[config.mk]
export PLATFORM = sky130hd
export DESIGN_NAME = reg_load_arbiter
export DESIGN_NICKNAME = d
export VERILOG_FILES = /design/src/rtl/reg_load_arbiter.sv
export SDC_FILE = /design/constraint.sdc
export NUM_CORES = 1
export LEC_CHECK = 0
export CORE_UTILIZATION = 45
export DETAILED_ROUTE_END_ITERATION = 10
export PLACE_DENSITY = 0.8
export SLEW_MARGIN = 25
export SYNTH_ARGS = -nofsm -noshare
export SYNTH_HDL_FRONTEND = slang
export SYNTH_SLANG_ARGS = --single-unit
[constraint.sdc]
create_clock -name clk -period 3 [get_ports clk]
set_input_delay 0.6 -clock clk [delete_from_list [all_inputs] [get_ports clk]]
set_output_delay 0.6 -clock clk [all_outputs]
set_load 0.005 [all_outputs]
[src/rtl/reg_load_arbiter.sv]
// reg_load_arbiter: round-robin arbiter with bounded lock bursts driving one shared register load port
module reg_load_arbiter #(
    parameter int NREQ = 4,
    parameter int WIDTH = 8,
    parameter int LOCK_MAX = 8
) (
    input  logic                  clk,
    input  logic                  reset,
    input  logic [NREQ-1:0]       req,
    input  logic [NREQ-1:0]       lock,
    input  logic [NREQ*WIDTH-1:0] data,
    output logic [NREQ-1:0]       gnt,
    output logic                  ld_en,
    output logic [WIDTH-1:0]      ld_data,
    output logic [1:0]            owner,
    output logic                  busy
);
    typedef enum logic {ARB, LOCKED} state_t;
    state_t state, state_n;
    logic [1:0] ptr, ptr_n, w, sel;
    logic [7:0] cnt, cnt_n;
    logic found, hold, go;
    logic [NREQ-1:0] gnt_n;
    logic [WIDTH-1:0] slice [NREQ];
    for (genvar g = 0; g < NREQ; g++) begin : g_slice
        assign slice[g] = data[g*WIDTH +: WIDTH];
    end
    assign busy = state == LOCKED;
    always_comb begin
        w = ptr;
        found = 1'b0;
        for (int i = NREQ-1; i >= 0; i--)
            if (req[ptr + 2'(i)]) begin
                w = ptr + 2'(i);
                found = 1'b1;
            end
        hold = state == LOCKED && req[owner] && lock[owner] && cnt < 8'(LOCK_MAX);
        go = hold || found;
        sel = hold ? owner : w;
        gnt_n = go ? {{(NREQ-1){1'b0}}, 1'b1} << sel : '0;
        ptr_n = hold ? ptr : found ? w + 2'd1 : ptr;
        state_n = (hold || (found && lock[w])) ? LOCKED : ARB;
        cnt_n = hold ? cnt + 8'd1 : (found && lock[w]) ? 8'd1 : cnt;
    end
    always_ff @(posedge clk) begin
        if (!reset) begin
            state <= ARB;
            ptr <= '0;
            cnt <= '0;
            gnt <= '0;
            ld_en <= 1'b0;
            ld_data <= '0;
            owner <= '0;
        end else begin
            state <= state_n;
            ptr <= ptr_n;
            cnt <= cnt_n;
            gnt <= gnt_n;
            ld_en <= go;
            if (go) begin
                ld_data <= slice[sel];
                owner <= sel;
            end
        end
    end
endmodule

==> impl_metrics.ini, run 1 <==
[run_status]
status = finished, final reports clean

[drt]
drtAntennaViolNets = 0
remaining_drc_errors = 0
avgViaCountPerCell = 6.07
initialDrtViolationCount = 174
detail_route.wl_per_cell_um = 16.4
drt_first_pass_iters = 5
finalWirelength_um = 4860
num_vias = 1797

[final_layout]
layout-drive-gt1-share = 0.108
fillers = 283
layout-area-overhead-vs-synth_pct = 40.9
antennaDiodeCount = 0
nNetsFinal = 294
count_of_placed_standard_cells_in_the_final_layout_fillers_left_out = 296

[critical_path]
crit_path_max_fanout = 21
timing.critical_path.slowest_stage_cell = clkdlybuf4s50_1
path_buf_inv = 1
critPathLaunchType = input port
critPathKind = input port to flop
crit_path_max_incr_delay_ps = 590
crit_chain = clkdlybuf4s50_1 -> and3b_1 -> a311o_1 -> and4_4 -> a21o_1 -> a31oi_1 -> o211ai_1
critPathCaptureType = flop
cp_data_arrival_time_ps = 2820
crit_family = compound AO/OA/AOI/OAI gates
timing.critical_path.required_ps = 3200

[clock_network]
clock_sinks = 26
clkSlewWorstSetupHoldPaths_ps = 90
clockBufferDepth = 2
worstSkewPairLatency_ps = 270
holdBufCountCts = 0
h-tree-depth = 1
cts_resized = 0
cts_inserted_buffers = 3
tritoncts = yes
post_cts.repair.setup_buffers = 0
clock-root-buffer = clkbuf_8

[pwr]
power.density_nw_per_um2 = 624
vdd.ir_drop.worst_uv = 343
total_power_mw = 1.46
leakage_power_total_nw = 0.927

[placement]
dp.cells = 292
place_congestion = 0.837
preCtsSetupSlack_ps = 177
dp_hpwl_um = 3470
port_buffers = 57

[logic_synthesis]
ys_seq_area_frac = 0.313
synth-edff-count = 0
synth.top_cells.by_area = dfxtp_1, o211a_1, o21ai_0
post-synth-top-area-fraction = 0.313
synthDistinctLibCells = 43
postSynthNetCount = 238
ys.flop_type = dfxtp_1
synth.yosys.warnings = 0
syn-instance-count = 195
async_reset_ff_frac = 0
yosys.area.top_type = dfxtp_1
synth-seq-cells = 26
synth_common_cells = dfxtp_1, o21ai_0, nand3_1
synth_most_common_cell = dfxtp_1
syn_area_um2 = 1660
syn-mean-instance-area_um2 = 8.53

[floorplanning]
die-height_um = 62.8
start_util = 0.483
die_width_um = 62.8
boundary_pins = 58
floorplan.core_area_um2 = 3440
floorplan.rows = 21
fp.dieArea_um2 = 3940

[timing]
max_freq_mhz = 381
final_setup_violation_count = 0
final_period_minus_worst_setup_slack_ps = 2630
transition_time_at_the_pin_with_the_least_slew_margin_ps = 689
slew_headroom = 0.538
setup_total_negative_slack_ps = 0
final.setup.worst_slack_ps = 373
drv_slew = 0
final-hold-violation-count = 0
fin_worst_skew_ps = 1.65
final_min_period_over_clock_period = 0.876
rsz0062_at_grt = false
hold_ws_ps = 444

[grt]
grt_use_total = 0.253
grt_pass1_vias = 1707
grt_overflow_total = 0
grt_max_degree = 22
grt_first_pass_wirelength_um = 8040
grt_antenna_before_repair = 0

[flow_run]
drv_cap = 0

[worst_hold_path]
holdCritPathClass = flop to flop
-- power by group --
group          switching (mW)  internal [mW]
Clock                   0.115          0.179
Sequential             0.0540          0.419
Combinational           0.348          0.347
Total                   0.517          0.945
-- worst reg2reg max path: stages, from the launching register on --
cell	delay [ps]
dfxtp_1	320
nor4_1	380
and3b_1	270
and4_4	320
a21o_1	550
a31oi_1	180
o211ai_1	190
-- flip-flops by register name, indices dropped and copies added, names as in the netlist --
signal   flops
cnt          8
ld_data      8
gnt          4
owner        2
ptr          2
busy         1
ld_en        1
-- kinds of logic after synthesis --
family	after synthesis	synth area share
buf+inv	21	0.0760
fa+ha+maj	1	0.00752
flops	26	0.313
compound gates	79	0.354
simple gates	66	0.230
mux	1	0.0135
xor+xnor	1	0.00527
-- routing by layer --
metal,up-vias,global-route usage,wire length [um]
li1,880,-,-
met1,811,0.356,2230
met2,100,0.409,2210
met3,6,0.0237,389
met4,0,0.0698,42
met5,-,0,0
-- through the flow --
| stage | area (um2) | util |
|---|---|---|
| after global routing | 2340 | 0.681 |
| after detailed placement | 2270 | 0.660 |
| after CTS | 2340 | 0.681 |
| final | 2340 | 0.681 |
| after floorplan | 1660 | - |
| after global placement | 2270 | 0.660 |
-- cell usage in the layout (no fill, tap or decap), types with 2 or more instances in the layout --
master	instances
o21ai_1	2
o21ai_2	3
o21ai_0	17
nand3_1	14
clkbuf_8	3
o211a_1	10
nor2_1	8
nand3b_1	3
o2bb2ai_1	8
nand2_1	8
nor2b_1	3
clkdlybuf4s50_1	57
buf_4	12
inv_1	3
nor3_1	3
and3b_1	3
a211oi_1	8
a21oi_1	3
and3_1	6
a31oi_1	9
dfxtp_1	26
o211ai_1	11
nand4_1	9
-- layout make-up --
cell class	instances	area (um2)	share of cell area
clock buffer	3	41.3	0.0176
clock inverter	1	30.0	0.0128
inverter	3	11.3	0.00481
multi-input combinational	148	1020	0.436
sequential	26	520	0.222
tap	46	57.6	0.0246
timing repair buffer	69	661	0.282
-- path summary, 6_finish.rpt --
check              start          to  slack, ps  cells past startpoint
hold reg to reg   cnt[7]      cnt[7]        440                      2
setup reg to reg  cnt[3]  ld_data[3]        720                      6
hold / removal    cnt[7]      cnt[7]        440                      2
setup / recovery  req[0]  ld_data[3]        370                      7
(Power assumes the default switching activity.)
==> run 2, diff against run 1 <==
Settings changed: ABC_CLOCK_PERIOD_IN_PS set to 3400, CAP_MARGIN set to 20, CORE_UTILIZATION 45 to 49, PLACE_DENSITY 0.8 to 0.86.
Clock period 3 ns to 3.4 ns, I/O delays scaled along.
==> impl_metrics.ini, run 2 (synthesis gave the netlist of run 1 again) <==
[pwr]
vdd.ir_drop.worst_uv = 319
total_power_mw = 1.22
leakage_power_total_nw = 0.887
total_switching_power_mw = 0.447
power.density_nw_per_um2 = 540
p_clk_frac = 0.178
comb_power_share = 0.482
netSwitchingFraction = 0.365
power_frac_seq = 0.340
p_int_mw = 0.777

[clock_network]
clock_sinks = 26
holdBufCountCts = 0
cts_inserted_buffers = 3
worstSkewPairLatency_ps = 330
tritoncts = yes
h-tree-depth = 1
post_cts.repair.setup_buffers = 0
clock-root-buffer = clkbuf_4
clockBufferDepth = 2
clkSlewWorstSetupHoldPaths_ps = 140
cts_resized = 0

[placement]
dp_hpwl_um = 3450
place_congestion = 0.853
port_buffers = 57

[timing]
final_setup_violation_count = 0
final-hold-violation-count = 0
rsz0062_at_grt = false
slew_headroom = 0.567
drv_slew = 0
fin_worst_skew_ps = 5.89
transition_time_at_the_pin_with_the_least_slew_margin_ps = 649
final_min_period_over_clock_period = 0.825
setup_total_negative_slack_ps = 0
final_period_minus_worst_setup_slack_ps = 2800
max_freq_mhz = 357

[critical_path]
timing.critical_path.required_ps = 3680
critPathCaptureType = flop
critPathLaunchType = input port
crit_path_max_fanout = 11
cp_launch_point = req[3]
r2r-start = owner[0]
cp_data_arrival_time_ps = 3080
critPathKind = input port to flop

[grt]
grt_overflow_total = 0
grt_antenna_before_repair = 0
grt_pass1_vias = 1563
grt_first_pass_wirelength_um = 7790
grt_max_degree = 21
grt_use_total = 0.289

[drt]
initialDrtViolationCount = 123
num_vias = 1776
detail_route.wl_per_cell_um = 16.8
avgViaCountPerCell = 6.19
drtAntennaViolNets = 0
drt_first_pass_iters = 6
remaining_drc_errors = 0
finalWirelength_um = 4810

[floorplanning]
floorplan.core_area_um2 = 3130
start_util = 0.532
fp.dieArea_um2 = 3630
die_width_um = 60.3
floorplan.rows = 20
boundary_pins = 58
die-height_um = 60.3

[worst_hold_path]
worst_hold_startpoint = cnt[7]
holdCritPathClass = flop to flop

[final_layout]
final_common_cell = clkdlybuf4s50_1
layout-drive-gt1-share = 0.0823
nNetsFinal = 287
leading_cell_types_in_the_layout_fill_and_taps_excluded = clkdlybuf4s50_1, dfxtp_1, o21ai_0, nand3_1, o211ai_1
antennaDiodeCount = 0
top_regs = cnt x8, ld_data x8, gnt x4
layout-area-overhead-vs-synth_pct = 36.5

[flow_run]
drv_cap = 0

[run_status]
status = finished, final reports clean
==> run 2: changes by cell type in the layout (fill, tap and decap cells not counted) <==
cell | previous run | this run
buf_4 | 12 | 5
clkbuf_8 | 3 | 0
clkbuf_4 | 0 | 3
==> run 2: power by group through the flow <==
stage,Sequential [mW],Clock [mW],Combinational [mW]
2_1_floorplan,0.420,0,0.369
3_5_place_dp,0.422,0,0.580
5_1_grt,0.425,0.234,0.641
6_report,0.416,0.218,0.590
3_3_place_gp,0.420,0,0.566
4_1_cts,0.415,0.217,0.583
==> run 2: worst paths after layout <==
path	to	slack [ps]	depth (start not counted)
max	cnt[4]	600	7
min	cnt[7]	460	2
max reg2reg	ld_data[1]	1020	6
min reg2reg	cnt[7]	460	2
==> run 2: worst max-delay path, cell delays in order <==
cell             delay, ps
clkdlybuf4s50_1        640
and3b_1                210
or4_4                  570
nand2_4                180
mux4_2                 400
o21ai_2                210
and3_1                 190
==> run 2: layout make-up <==
type                       instances  area, um2
inverter                           3       11.3
multi-input combinational        148       1020
tap                               44       55.1
timing repair buffer              62        608
clock inverter                     1       30.0
fill                             237        858
clock buffer                       3       22.5
sequential                        26        520
==> run 2: per-stage QoR <==
step / setup slack, ps / utilization / hold slack, ps / std cells / cell area (um2)
after global placement: 361 / 0.709 / 440 / 283 / 2220
after CTS: 627 / 0.726 / 461 / 287 / 2270
after global routing: 480 / 0.726 / 484 / 287 / 2270
after floorplan: 1030 / - / 416 / 195 / 1660
after detailed placement: 280 / 0.709 / 439 / 283 / 2220
final: 596 / 0.726 / 462 / 287 / 2270
==> run 2: metal layers <==
layer,vias up,share of wire,global-route usage
met5,-,0,0
met4,0,0.023,0.0930
met3,14,0.089,0.0390
met2,104,0.43,0.419
met1,791,0.45,0.435
li1,867,-,-
==> run 3, diff against run 2 <==
Settings changed: ABC_CLOCK_PERIOD_IN_PS 3400 to 2600, CORE_UTILIZATION 49 to 45, PLACE_DENSITY 0.86 to 0.8.
Clock period 3.4 ns to 2.6 ns, I/O delays scaled along.
==> impl_metrics.ini, run 3 (synthesis gave the netlist of run 1 again) <==
[run_status]
status = finished, final reports clean

[grt]
grt_first_pass_wirelength_um = 8380
grt_antenna_before_repair = 0
grt_use_total = 0.271
grt_overflow_total = 0
grt_pass1_vias = 1685
grt_max_degree = 22

[timing]
final_period_minus_worst_setup_slack_ps = 2420
slew_headroom = 0.577
final_min_period_over_clock_period = 0.932
rsz0062_at_grt = false
max_freq_mhz = 412
drv_slew = 0
transition_time_at_the_pin_with_the_least_slew_margin_ps = 630
final-hold-violation-count = 0
fin_worst_skew_ps = 7.52
hold_ws_ps = 451
final_setup_violation_count = 0

[critical_path]
critPathKind = input port to flop
crit_path_max_incr_delay_ps = 600
crit_chain = clkdlybuf4s50_1 -> buf_4 -> nor2b_1 -> o21ai_0 -> o221a_2 -> mux4_2 -> o21ai_2 -> and3_1
path_buf_inv = 2
cp_num_cells = 8
critPathLaunchType = input port
timing.critical_path.required_ps = 2820
timing.critical_path.slowest_stage_cell = mux4_2
cp_data_arrival_time_ps = 2640
crit_family = buffers and inverters
critPathCaptureType = flop
reg2reg_depth = 7
crit_path_max_fanout = 6

[floorplanning]
floorplan.core_area_um2 = 3440
die_width_um = 62.8
fp.dieArea_um2 = 3940
start_util = 0.483
boundary_pins = 58
die-height_um = 62.8
floorplan.rows = 21

[pwr]
total_power_mw = 1.77
vdd.ir_drop.worst_uv = 355
power.density_nw_per_um2 = 723
leakage_power_total_nw = 0.990

[clock_network]
cts_resized = 0
clock_sinks = 26
clock-root-buffer = clkbuf_8
worstSkewPairLatency_ps = 280
clkSlewWorstSetupHoldPaths_ps = 90
tritoncts = yes
clockBufferDepth = 2
post_cts.repair.setup_buffers = 0
cts_inserted_buffers = 3
h-tree-depth = 1
holdBufCountCts = 0

[drt]
avgViaCountPerCell = 6.04
num_vias = 1855
finalWirelength_um = 4980
detail_route.wl_per_cell_um = 16.2
remaining_drc_errors = 0
initialDrtViolationCount = 192
drt_first_pass_iters = 4
drtAntennaViolNets = 0

[worst_hold_path]
holdCritPathClass = flop to flop
holdPathStages = 2

[final_layout]
multi_input_comb_area_um2 = 1020
antennaDiodeCount = 0
layout-drive-gt1-share = 0.146
nNetsFinal = 305
layout-area-overhead-vs-synth_pct = 47.4
fillers = 298
footprint_of_the_flip_flops_and_latches_um2 = 520
final_common_cell = clkdlybuf4s50_1
top_regs = cnt x8, ld_data x8, gnt x4
leading_cell_types_in_the_layout_fill_and_taps_excluded = clkdlybuf4s50_1, dfxtp_1, buf_4, o21ai_0, nand3_1

[placement]
port_buffers = 57
dp_hpwl_um = 3740
place_congestion = 0.861

[flow_run]
drv_cap = 0
## run 3: per-layer routing
layer / global-route usage / share of wire / vias up
li1: - / - / 900
met1: 0.383 / 0.46 / 855
met2: 0.412 / 0.45 / 94
met3: 0.0456 / 0.068 / 6
met4: 0.0959 / 0.015 / 0
met5: 0 / 0 / -
## run 3: cell type report
cell class,count,share of cell area
clock buffers,3,0.0168
repair buffers,80,0.313
multi-input cells,148,0.417
inverters,3,0.00459
flip-flops and latches,26,0.212
clock inverters,1,0.0123
well taps,46,0.0235
## run 3: worst register-to-register path, stage by stage (launching register included)
cell     delay (ps)
dfxtp_1         490
and3b_1         230
a311o_1         350
and3_1          350
o21ai_2         240
buf_12          150
o21ai_0          90
and2_1          160
## run 3: final timing paths
| kind | start | endpoint | slack (ps) |
|---|---|---|---|
| worst min register to register | cnt[7] | cnt[7] | 450 |
| worst max-delay path | req[3] | cnt[5] | 180 |
| worst max register to register | owner[0] | owner[1] | 450 |
| worst min-delay path | cnt[7] | cnt[7] | 450 |
## run 3: report_power, final
part           internal (mW)  switching (mW)  leakage (nW)  total, mW
Combinational          0.472           0.411         0.740      0.883
Sequential             0.484          0.0636         0.214      0.547
Clock                  0.206           0.135        0.0357      0.341
Total                   1.16           0.610         0.990       1.77
## run 3: metrics by stage
| stage | setup WS (ps) | instances | TNS [ps] | utilization | area, um2 |
|---|---|---|---|---|---|
| finish | 176 | 307 | 0 | 0.712 | 2450 |
| global route | 73.3 | 307 | 0 | 0.712 | 2450 |
| CTS | 182 | 307 | 0 | 0.712 | 2450 |
| detailed placement | -107 | 303 | -682 | 0.691 | 2380 |
| global placement | -82.3 | 303 | -355 | 0.691 | 2380 |
| floorplan | 389 | 195 | 0 | - | 1660 |
